--- config.mk ---
export PLATFORM = sky130hd
export DESIGN_NAME = fpmu_byte_loader
export DESIGN_NICKNAME = d
export VERILOG_FILES = /design/src/rtl/fpmu_byte_loader.sv
export SDC_FILE = /design/constraint.sdc
export NUM_CORES = 1
export LEC_CHECK = 0
export BUFFER_PORTS_ARGS = -buffer_cell sky130_fd_sc_hd__buf_2
export CAP_MARGIN = 20
export CELL_PAD_IN_SITES_DETAIL_PLACEMENT = 0
export CELL_PAD_IN_SITES_GLOBAL_PLACEMENT = 1
export CORE_MARGIN = 2
export CORE_UTILIZATION = 40
export CTS_CLUSTER_DIAMETER = 40
export DETAILED_ROUTE_END_ITERATION = 16
export GPL_TIMING_DRIVEN = 0
export PLACE_DENSITY = 0.85
export SETUP_SLACK_MARGIN = 0.05
export SLEW_MARGIN = 20
export SYNTH_ARGS = -nofsm -noshare
export SYNTH_HDL_FRONTEND = slang
export SYNTH_SLANG_ARGS = --single-unit
export TNS_END_PERCENT = 100
--- constraint.sdc ---
create_clock -name clk -period 2.04 [get_ports clk]
set_input_delay 0.408 -clock clk [delete_from_list [all_inputs] [get_ports clk]]
set_output_delay 0.408 -clock clk [all_outputs]
set_load 0.005 [all_outputs]
--- src/rtl/fpmu_byte_loader.sv ---
// fpmu_byte_loader: byte-serial operand loader / result unloader for a
// multiplier core. Two operands arrive MSB-first over an 8-bit switch bus,
// are handed to the core, and the product is streamed back one byte per
// strobe event.
// Optional build macro FPMU_LOADER_SYNC_EN: routes din_stb through a
// 2-flop synchronizer ahead of the edge register (asynchronous pin).
module fpmu_byte_loader #(
    parameter int unsigned OP_BYTES = 2
) (
    input  logic                    clk,
    input  logic                    rst_n,
    input  logic                    ena,
    input  logic [7:0]              din,
    input  logic                    din_stb,
    output logic [8*OP_BYTES-1:0]   op_a,
    output logic [8*OP_BYTES-1:0]   op_b,
    output logic                    op_valid,
    input  logic                    op_ready,
    input  logic [8*OP_BYTES-1:0]   res,
    input  logic                    res_valid,
    output logic                    res_ready,
    output logic [7:0]              dout,
    output logic                    dout_valid,
    output logic                    busy,
    output logic                    ovr
);

    localparam int unsigned W  = 8 * OP_BYTES;
    localparam int unsigned CW = (OP_BYTES > 1) ? $clog2(OP_BYTES) : 1;
    localparam logic [CW-1:0] CNT_LAST = CW'(OP_BYTES - 1);

    typedef enum logic [2:0] {
        LOAD_A,
        LOAD_B,
        ISSUE,
        WAIT_RES,
        SEND
    } state_t;

    state_t          state_q, state_d;
    logic [CW-1:0]   cnt_q, cnt_d;
    logic [W-1:0]    op_a_q, op_a_d;
    logic [W-1:0]    op_b_q, op_b_d;
    logic [W-1:0]    result_q, result_d;
    logic            ovr_q, ovr_d;
    logic            stb_prev_q, stb_prev_d;
    logic            stb_s;
    logic            evt;
    logic            cnt_last;
    logic [CW-1:0]   cnt_rev;
    logic [W-1:0]    result_shift;

`ifdef FPMU_LOADER_SYNC_EN
    logic            sync1_q, sync1_d;
    logic            sync2_q, sync2_d;

    // Synchronizer next-state: the strobe pin is treated as asynchronous.
    always_comb begin
        sync1_d = din_stb;
        sync2_d = sync1_q;
    end

    // Two-flop synchronizer registers.
    always_ff @(posedge clk or negedge rst_n) begin
        if (!rst_n) begin
            sync1_q <= 1'b0;
            sync2_q <= 1'b0;
        end else begin
            sync1_q <= sync1_d;
            sync2_q <= sync2_d;
        end
    end

    assign stb_s = sync2_q;
`else
    assign stb_s = din_stb;
`endif

    // Rising-edge detect; the edge register samples regardless of ena so
    // an edge seen while disabled is consumed, not replayed later.
    always_comb begin
        stb_prev_d = stb_s;
        evt        = stb_s & ~stb_prev_q & ena;
    end

    // Next-state and datapath updates; everything holds while ena is low.
    always_comb begin
        state_d  = state_q;
        cnt_d    = cnt_q;
        op_a_d   = op_a_q;
        op_b_d   = op_b_q;
        result_d = result_q;
        ovr_d    = ovr_q;
        cnt_last = (cnt_q == CNT_LAST);
        if (ena) begin
            case (state_q)
                LOAD_A: begin
                    if (evt) begin
                        op_a_d = (op_a_q << 8) | W'(din);
                        if (cnt_q == '0) begin
                            ovr_d = 1'b0;
                        end
                        if (cnt_last) begin
                            state_d = LOAD_B;
                            cnt_d   = '0;
                        end else begin
                            cnt_d = cnt_q + 1'b1;
                        end
                    end
                end
                LOAD_B: begin
                    if (evt) begin
                        op_b_d = (op_b_q << 8) | W'(din);
                        if (cnt_last) begin
                            state_d = ISSUE;
                            cnt_d   = '0;
                        end else begin
                            cnt_d = cnt_q + 1'b1;
                        end
                    end
                end
                ISSUE: begin
                    if (evt) begin
                        ovr_d = 1'b1;
                    end
                    if (op_ready) begin
                        state_d = WAIT_RES;
                    end
                end
                WAIT_RES: begin
                    if (evt) begin
                        ovr_d = 1'b1;
                    end
                    if (res_valid) begin
                        result_d = res;
                        state_d  = SEND;
                        cnt_d    = '0;
                    end
                end
                SEND: begin
                    if (evt) begin
                        if (cnt_last) begin
                            state_d = LOAD_A;
                            cnt_d   = '0;
                        end else begin
                            cnt_d = cnt_q + 1'b1;
                        end
                    end
                end
                default: begin
                    state_d = LOAD_A;
                    cnt_d   = '0;
                end
            endcase
        end
    end

    // State and datapath registers.
    always_ff @(posedge clk or negedge rst_n) begin
        if (!rst_n) begin
            state_q    <= LOAD_A;
            cnt_q      <= '0;
            op_a_q     <= '0;
            op_b_q     <= '0;
            result_q   <= '0;
            ovr_q      <= 1'b0;
            stb_prev_q <= 1'b0;
        end else begin
            state_q    <= state_d;
            cnt_q      <= cnt_d;
            op_a_q     <= op_a_d;
            op_b_q     <= op_b_d;
            result_q   <= result_d;
            ovr_q      <= ovr_d;
            stb_prev_q <= stb_prev_d;
        end
    end

    // Outputs decoded from registered state; result bytes selected MSB-first.
    always_comb begin
        cnt_rev      = CNT_LAST - cnt_q;
        result_shift = result_q >> {cnt_rev, 3'b000};
        op_a         = op_a_q;
        op_b         = op_b_q;
        ovr          = ovr_q;
        op_valid     = (state_q == ISSUE);
        res_ready    = (state_q == WAIT_RES);
        busy         = (state_q == ISSUE) || (state_q == WAIT_RES);
        dout_valid   = (state_q == SEND);
        dout         = '0;
        if (state_q == SEND) begin
            dout = result_shift[7:0];
        end
    end

endmodule

==> results of run 1 <==
==> state kept, by name (all words and copies together) (netlist names) <==
| register | count |
|---|---|
| op_a | 16 |
| op_b | 16 |
| result_q | 16 |
| state_q | 3 |
| cnt_last | 1 |
| ovr | 1 |
| stb_prev_q | 1 |
==> worst max-delay path by stage <==
| stage | start | endpoint | slack [ns] | depth (start not counted) |
|---|---|---|---|---|
| 2_1_floorplan | state_q[2]$_DFFE_PN0P_ | result_q[10]$_DFFE_PN0P_ | 0.38 | 5 |
| 3_3_place_gp | state_q[2]$_DFFE_PN0P_ | result_q[5]$_DFFE_PN0P_ | 0.14 | 5 |
| 3_5_place_dp | state_q[2]$_DFFE_PN0P_ | result_q[6]$_DFFE_PN0P_ | 0.14 | 5 |
| 4_1_cts | state_q[2]$_DFFE_PN0P_ | result_q[9]$_DFFE_PN0P_ | 0.10 | 5 |
| 5_1_grt | state_q[2]$_DFFE_PN0P_ | result_q[12]$_DFFE_PN0P_ | 0.02 | 5 |
| 6_report | state_q[2]$_DFFE_PN0P_ | result_q[9]$_DFFE_PN0P_ | 0.13 | 5 |
==> metal layers <==
metal | up-vias | GRT usage (%)
met5 | - | 0
met4 | 0 | 6.10
met3 | 6 | 3.15
met2 | 37 | 26.1
met1 | 782 | 21.2
li1 | 742 | -
==> logic make-up after synthesis <==
logic type / after synthesis
muxes: 57
DFF: 54
and+or+nand+nor: 22
buffers and inverters: 15
AOI/OAI and AO/OA: 13
==> cells in the mapped netlist (2+ instances only) <==
library cell   n  share of area, %
dfrtp_1       54                58
nor2_1         9               1.5
o21ai_0        2              0.43
mux2_4         9               5.8
nand3_1        2              0.43
mux2i_1        9               3.9
nand2b_1       2              0.54
buf_2          3              0.64
a21oi_1        3              0.64
mux2_2        39                19
inv_1          8               1.3
o221ai_1       2              0.75
==> placed cells by master, fill, tap and decap left out <==
cell,n
mux2_4,9
buf_4,7
nor3_4,1
nand3b_1,1
buf_12,1
nor3_1,1
clkinvlp_4,1
o21ai_0,2
nand2_1,1
clkbuf_8,6
a221oi_1,1
inv_1,8
o41ai_1,1
nor2_1,8
buf_2,77
buf_6,1
nor2_2,1
nand2b_1,2
a31oi_1,1
or3_1,1
or2_2,1
a221o_1,1
o221ai_1,2
clkinv_2,1
a211oi_1,1
mux2i_1,9
nand3_1,2
nand2_2,1
mux2_2,39
dfrtp_1,54
and3b_2,1
nand3b_2,1
nand3_2,1
o2bb2ai_1,1
a21oi_1,3
==> repair_timing <==
action                     in CTS  in global routing
gates cloned                    0                  1
buffers inserted                0                  5
pin swaps                       0                  1
hold buffers                    0                  0
setup endpoints to repair       8                 15
gates resized for setup         2                  1
==> power by group through the flow <==
stage	clock network (mW)	logic, mW	registers (mW)
global placement	0	0.523	1.35
CTS	0.635	0.536	1.34
floorplan	0	0.250	1.36
finish	0.614	0.524	1.33
global route	0.678	0.591	1.36
detailed placement	0	0.534	1.36
==> worst register-to-register path, stage by stage, from the launching register on <==
cell and delay (ns):
dfrtp_1 0.36, buf_2 0.18, nand3b_1 0.29, nor3_4 0.36
buf_4 0.26, mux2_2 0.36
==> area by class of cell <==
type                            instances  area [um2]
Buffer                                  7        58.8
Clock buffer                            6        82.6
Sequential cell                        54        1350
Tap cell                               72        90.1
Clock inverter                          2        12.5
Inverter                                8        30.0
Multi-Input combinational cell         93         898
Fill cell                             522        2640
Timing Repair Buffer                   79         410
==> impl_results.md, run 1 <==
* Tmin final at 1.91 ns
* Initial Util at 41.8%
* Antenna Nets Post-Route at 0
* Leak at 1.67 nW
* Simple-Gate Fraction of Synth Area at 5.70%
* Finished Layout Cells at 321
* Total number of vias at 1,567
* Cells along the critical path: buf_2 > nand3b_1 > nor3_4 > buf_4 > mux2_2
* Worst hold slack at 0.132 ns
* Clock power share at 24.8%
* Clk_lat worst skew at 0.30 ns
* Cell Rows at 27
* Initial antenna violation count at 0
* Gate Count Post-Synth at 161
* TritonRoute pass-1 iters at 4
* TritonCTS clock tree: done
* Synth Area in Adders at 0%
* Period utilisation layout at 93.9%
* Dpl hpwl at 3.43 mm
* Die H at 80.3 um
* Post-synthesis cell area at 0.00233 mm2
* Die ar. at 0.00645 mm2
* Metal2 WL at 2.46 mm
* Die W at 80.3 um
* # IOs at 75
* Synth Flop Type: dfrtp_1
* RSZ-0062 raised after global routing: yes
* Reg2reg path depth at 5
* Clock Pin Slew Worst Setup and Hold Paths at 0.09 ns
* FF-to-FF setup slack at 0.13 ns
* P_int at 1.80 mW
* Post-DR vias/cell at 4.88
* Post-Syn Nets at 191
* Slowest CP cell: dfrtp_1
* Final TNS setup at 0 ns
* Crit path buf inv count at 2
* DRT iter0 DRCs at 45
* Clk sinks at 54
* Switching Share at 27.2%
* CTS Buf Count at 5
* Cell family with most CP delay: simple AND/OR/NAND/NOR gates
* Final nets at 278
* Share of layout cells above drive strength 1 at 59.8%
* Hold Vio Cnt, Final at 0
* Run status: finished clean
* Compound-gate portion of the synthesized area at 3.98%
* DR WL met3 at 186 um
* Core footprint at 0.00557 mm2
* Post-route cell area at 0.00293 mm2
* R2r startpoint: state_q[2]$_DFFE_PN0P_
* I/O Buffers at 74
* Fin util at 52.6%
* Fmax at 522 MHz
* Root buffer cell: clkbuf_8
* Worst endpoint required time at 2.24 ns
* Tot GR Track Use at 16.0%
* Seq/Total Area, Yosys at 58.0%
* GRT Residual Overflow at 0
* Post-synth EDFFs at 0
* Pre-CTS setup slack at 0.144 ns
* Worst Path Arrival at 2.11 ns
* Least-Margin Pin Slew at 0.672 ns
* Synthesis Warnings at 0
* Gpl congestion at 0.871
* DRC at 0
* First-pass GRT wire length at 7.84 mm
* VDD IR max at 571 uV
* Area Overhead vs Synth at 26.0%
* DP Cell Count at 307
* Synth async-reset ratio at 100%
* Setup Viol. Count Final at 0
* Synthesized flop and latch total at 54
* Synthesized area per cell at 14.5 um2
* Crit. End Element: flip-flop
* Top sig layer: met4
* Switching power at 672 uW
* Metal-1 WL at 2.05 mm
* Synth unique cells at 31
* H-tree levels at 2
* DP Area at 0.00279 mm2
* Total Power at 2.47 mW
* Pwr Density at 843 mW/mm2
* Sequential power share at 54.0%
* Max_cap viols at 0
* Crit Path Max Fanout at 11
* CP peak stage delay at 0.36 ns
* Routed WL per cell at 14.9 um
* Pin count of the biggest net entering global routing at 55
* Largest family of logic cells by synthesized area: multiplexers
* Hold Crit Class: input pin to async pin
* Post-Synth XOR/XNOR Area at 0%
* Setup ws final at 0.125 ns
* Clock tree buffer depth at 2
* Mux cell area share after synthesis at 28.5%
* Post-Route WL at 4.78 mm
* Critical path launch point type: flip-flop
* Worst Skew at 0.00642 ns
* Slew HR at 55.2%
* Ant diodes at 0
* Max-slew violations at 0
* Number of global-route vias before repair at 1,546
* R2R Path End: result_q[9]$_DFFE_PN0P_
* Comb pwr share at 21.2%
* Type of the worst setup path: flip-flop to flip-flop
No activity file was read; power rests on OpenSTA's default activity.
==> run 2, diff against run 1 <==
--- a/config.mk
+++ b/config.mk
@@ -9,7 +9,6 @@
 export CAP_MARGIN = 20
 export CELL_PAD_IN_SITES_DETAIL_PLACEMENT = 0
 export CELL_PAD_IN_SITES_GLOBAL_PLACEMENT = 1
-export CORE_MARGIN = 2
 export CORE_UTILIZATION = 40
 export CTS_CLUSTER_DIAMETER = 40
 export DETAILED_ROUTE_END_ITERATION = 16
==> run 2 against run 1 <==
Effect of this change: critical path type is now flip-flop to output pin; sequential cell count did not move; setup slack improved by 0.0062 ns; highest routed layer unchanged; hold slack improved by 0.011 ns; via count fell by 1.1%; register-to-register slack improved by 0.07 ns; count of clock-buffer cells in the layout did not move.
==> impl_results.md, run 2 (synthesized netlist as in run 1, its figures left out) <==
* Slowest CP cell: dfrtp_1
* Tmin final at 1.91 ns
* Worst hold slack at 0.143 ns
* Gpl congestion at 0.840
* Area Overhead vs Synth at 24.7%
* Crit Path Max Fanout at 9
* Top sig layer: met4
* First-pass GRT wire length at 7.53 mm
* Ant diodes at 0
* Setup Viol. Count Final at 0
* Dpl hpwl at 3.30 mm
* I/O Buffers at 74
* Max-slew violations at 0
* CP peak stage delay at 0.36 ns
* Run status: finished clean
* DR WL met3 at 177 um
* Most common cell after layout, fill and taps aside: buf_2
* VDD IR max at 430 uV
* Pin count of the biggest net entering global routing at 55
* # IOs at 75
* Type of the worst setup path: flip-flop to output pin
* Root buffer cell: clkbuf_8
* Cell family with most CP delay: simple AND/OR/NAND/NOR gates
* Die ar. at 0.00613 mm2
* Post-DR vias/cell at 4.87
* Hold Vio Cnt, Final at 0
* Initial antenna violation count at 0
* GRT Residual Overflow at 0
* Clk sinks at 54
* Leak at 1.65 nW
* TritonRoute pass-1 iters at 4
* Initial Util at 41.8%
* Most frequent cells in the layout: buf_2, dfrtp_1, mux2_2
* Post-route cell area at 0.00290 mm2
* Final nets at 276
* Worst Path Arrival at 1.50 ns
* Die W at 78.3 um
* Least-Margin Pin Slew at 0.668 ns
* Pwr Density at 835 mW/mm2
* Antenna Nets Post-Route at 0
* Cells along the critical path: buf_2 > nor2_2 > nand2_1 > nor2_1 > buf_2
* Clock tree buffer depth at 2
* Core footprint at 0.00557 mm2
* Total number of vias at 1,550
* Number of global-route vias before repair at 1,523
* Total Power at 2.43 mW
* Max_cap viols at 0
* Worst endpoint required time at 1.63 ns
* Metal-1 WL at 2.04 mm
* Period utilisation layout at 93.5%
* Crit path buf inv count at 2
* Worst Skew at 0.00559 ns
* Share of layout cells above drive strength 1 at 58.9%
* Cell Rows at 27
* Critical path launch point type: flip-flop
* DP Area at 0.00279 mm2
* Die H at 78.3 um
* DRC at 0
* Most used cell, CP: buf_2
* RSZ-0062 raised after global routing: yes
* Slew HR at 55.4%
* DRT iter0 DRCs at 57
* TritonCTS clock tree: done
* Crit. End Element: output pin
* Hold Crit Class: input pin to async pin
* Fmax at 524 MHz
* Clock Pin Slew Worst Setup and Hold Paths at 0.09 ns
* Post-Route WL at 4.69 mm
* Metal2 WL at 2.42 mm
* Routed WL per cell at 14.7 um
* Final TNS setup at 0 ns
* Tot GR Track Use at 16.1%
* Clk_lat worst skew at 0.30 ns
* CTS Buf Count at 5
* Fin util at 52.1%
* H-tree levels at 2
run 2: changes by cell type in the layout (fill, tap and decap cells not counted):
cell,change
buf_4,-2
clkbuf_1,+1
clkbuf_8,-1
clkinv_2,-1
run 2: final timing paths:
check,from,to,cells after the start,slack [ns]
min in group clk,din_stb,stb_prev_q$_DFF_PN0_,1,0.25
max in group asynchronous,rst_n,op_a[15]$_DFFE_PN0P_,1,1.46
max reg2reg,state_q[2]$_DFFE_PN0P_,result_q[8]$_DFFE_PN0P_,5,0.20
min,rst_n,result_q[15]$_DFFE_PN0P_,1,0.14
max,state_q[0]$_DFFE_PN0P_,dout[5],5,0.13
min reg2reg,op_a[11]$_DFFE_PN0P_,op_a[11]$_DFFE_PN0P_,1,0.51
run 2: worst register-to-register path: stages (launching register included):
cell and delay [ns]:
dfrtp_1 0.36, buf_2 0.18, nand3b_1 0.27, nor3_4 0.31, buf_4 0.25, mux2_2 0.36
run 2: metrics by stage:
step                instances  setup WS, ns
floorplan                 161         0.376
finish                    318         0.132
global placement          307         0.135
global route              318        0.0370
CTS                       314        0.0893
detailed placement        307         0.125
run 2: per-layer routing:
layer	track usage (%)	up-vias
met2	27.0	40
met5	0	-
met1	20.7	767
met3	3.72	5
met4	5.00	0
li1	-	738
run 2: cell type report:
type                       count  area [um2]
timing repair buffer          77         395
fill                         510        2670
inverter                       8        30.0
clock buffer                   6        72.6
tap                           72        90.1
sequential                    54        1350
clock inverter                 1        7.51
multi-input combinational     93         898
buffer                         7        58.8
run 2: power breakdown:
group / switching (mW) / internal, mW
clock: 0.325 / 0.236
sequential: 0.0983 / 1.23
combinational: 0.238 / 0.293
run 2: what timing repair did:
action                                  CTS  global route
resized for setup                         2             1
gates cloned                              0             1
hold buffers                              0             0
setup buffers                             0             3
pin swaps                                 0             2
endpoints found under the setup margin    8            14
==> run 3, diff against run 2 <==
==> constraint.sdc (replaced) <==
create_clock -name clk -period 2.1 [get_ports clk]
set_input_delay 0.42 -clock clk [delete_from_list [all_inputs] [get_ports clk]]
set_output_delay 0.42 -clock clk [all_outputs]
set_load 0.005 [all_outputs]
==> run 3 against run 2 <==
Effect of this change: largest power group unchanged; critical path depth is the same; count of clock-buffer cells in the layout is the same; sequential power is essentially flat; combinational power shrank 4.1%; critical path type is now flip-flop to flip-flop; power shrank 3.2%; sequential share of layout area grew 0.47 points; hold slack gained 0.011 ns; critical endpoint is now result_q[8]$_DFFE_PN0P_; wire length shrank 2.2%.
==> impl_results.md, run 3 (synthesized netlist as in run 1, its figures left out) <==
* Area Overhead vs Synth at 23.5%
* TritonCTS clock tree: done
* Slew HR at 55.8%
* P_int at 1.71 mW
* RSZ-0062 raised after global routing: yes
* Multi-input gate area at 892 um2
* Cells along the critical path: buf_2 > nand3b_1 > nor3_4 > buf_4 > mux2_2
* Die W at 78.3 um
* Slowest CP cell: nor3_4
* Final TNS setup at 0 ns
* Share of layout cells above drive strength 1 at 58.3%
* Clk_lat worst skew at 0.30 ns
* CTS Buf Count at 5
* Pwr Density at 817 mW/mm2
* Worst Skew at 0.00615 ns
* Cell family with most CP delay: simple AND/OR/NAND/NOR gates
* I/O Buffers at 74
* VDD IR max at 418 uV
* Reg2reg path depth at 5
* Clock Pin Slew Worst Setup and Hold Paths at 0.09 ns
* DRT iter0 DRCs at 58
* Final nets at 272
* First-pass GRT wire length at 7.53 mm
* DRC at 0
* CP Depth at 5
* Root buffer cell: clkbuf_8
* Max_cap viols at 0
* # IOs at 75
* Fmax at 517 MHz
* Number of global-route vias before repair at 1,523
* Dpl hpwl at 3.30 mm
* Die ar. at 0.00613 mm2
* GRT Residual Overflow at 0
* Post-Route WL at 4.58 mm
* Antenna Nets Post-Route at 0
* Ant diodes at 0
* Tot GR Track Use at 16.1%
* Tmin final at 1.93 ns
* Crit. End Element: flip-flop
* Setup Viol. Count Final at 0
* Clock tree buffer depth at 2
* Sequential power share at 55.2%
* Critical path launch point type: flip-flop
* Clk sinks at 54
* Type of the worst setup path: flip-flop to flip-flop
* Leak at 1.62 nW
* DP Cell Count at 307
* Max-slew violations at 0
* Filler Cell Count at 513
* Register area at 0.00135 mm2
* Least-Margin Pin Slew at 0.663 ns
* Switching Share at 27.0%
* H-tree levels at 2
* Finished Layout Cells at 314
* Crit path buf inv count at 2
* Hold Vio Cnt, Final at 0
* Total number of vias at 1,512
* Hold Crit Class: input pin to async pin
* Routed WL per cell at 14.6 um
* Worst Path Arrival at 2.12 ns
* Most common cell after layout, fill and taps aside: buf_2
* Gpl congestion at 0.840
* TritonRoute pass-1 iters at 4
* Initial Util at 41.8%
* Clock power share at 23.2%
* Pin count of the biggest net entering global routing at 55
* CP peak stage delay at 0.39 ns
* Crit Path Max Fanout at 10
* Run status: finished clean
* Worst endpoint required time at 2.28 ns
* Initial antenna violation count at 0
* Core footprint at 0.00557 mm2
* Period utilisation layout at 92.1%
* Most frequent cells in the layout: buf_2, dfrtp_1, mux2_2
* Switching power at 635 uW
* Post-DR vias/cell at 4.82
* Comb pwr share at 21.7%
* Die H at 78.3 um
* Cell Rows at 27
* FF-to-FF setup slack at 0.17 ns
-- run 3: changes by cell type in the layout (fill, tap and decap cells not counted) --
cell     change
buf_4        -3
nand2_1      -1
nor2_1       +1
nor2_2       -1
-- run 3: layout make-up --
cell class	instances	area share, %
sequential	54	47.0
clock inverter	1	0.261
multi-input combinational	92	31.0
clock buffer	6	2.52
inverter	8	1.04
buffer	7	2.05
timing repair buffer	74	13.0
tap	72	3.13
-- run 3: path summary, 6_finish.rpt --
kind                                        start                       end
max                        state_q[2]$_DFFE_PN0P_   result_q[8]$_DFFE_PN0P_
min                                         rst_n  result_q[15]$_DFFE_PN0P_
max reg2reg                state_q[2]$_DFFE_PN0P_   result_q[8]$_DFFE_PN0P_
min reg2reg                  op_a[11]$_DFFE_PN0P_      op_a[11]$_DFFE_PN0P_
max in group asynchronous                   rst_n      op_a[15]$_DFFE_PN0P_
min in group clk                          din_stb      stb_prev_q$_DFF_PN0_
-- run 3: what timing repair did --
| action | in CTS | in global routing |
|---|---|---|
| hold buffers | 0 | 0 |
| setup buffers | 0 | 0 |
| resized for setup | 1 | 1 |
| endpoints found under the setup margin | 8 | 8 |
-- run 3: power groups by stage --
stage | registers [mW] | clock network (mW) | logic [mW]
6_report | 1.30 | 0.544 | 0.509
2_1_floorplan | 1.32 | 0 | 0.243
3_5_place_dp | 1.32 | 0 | 0.520
3_3_place_gp | 1.31 | 0 | 0.509
5_1_grt | 1.32 | 0.614 | 0.563
4_1_cts | 1.30 | 0.574 | 0.521
-- run 3: metal layers --
layer	vias to the layer above	global-route usage [%]	routed length (um)
met4	0	5.00	46
met3	5	3.72	136
met5	-	0	0
met1	748	20.7	2050
li1	728	-	-
met2	31	27.0	2350
-- run 3: through the flow --
stage / utilization (%) / cell area [um2] / setup WS (ns) / hold slack [ns] / power (mW)
finish: 51.6 / 2880 / 0.167 / 0.153 / 2.35
global route: 51.6 / 2880 / 0.0486 / 0.199 / 2.50
CTS: 51.5 / 2870 / 0.0795 / 0.177 / 2.39
detailed placement: 50.1 / 2790 / 0.185 / 0.488 / 1.84
global placement: 50.0 / 2790 / 0.195 / 0.480 / 1.82
floorplan: - / 2330 / 0.436 / 0.124 / 1.56
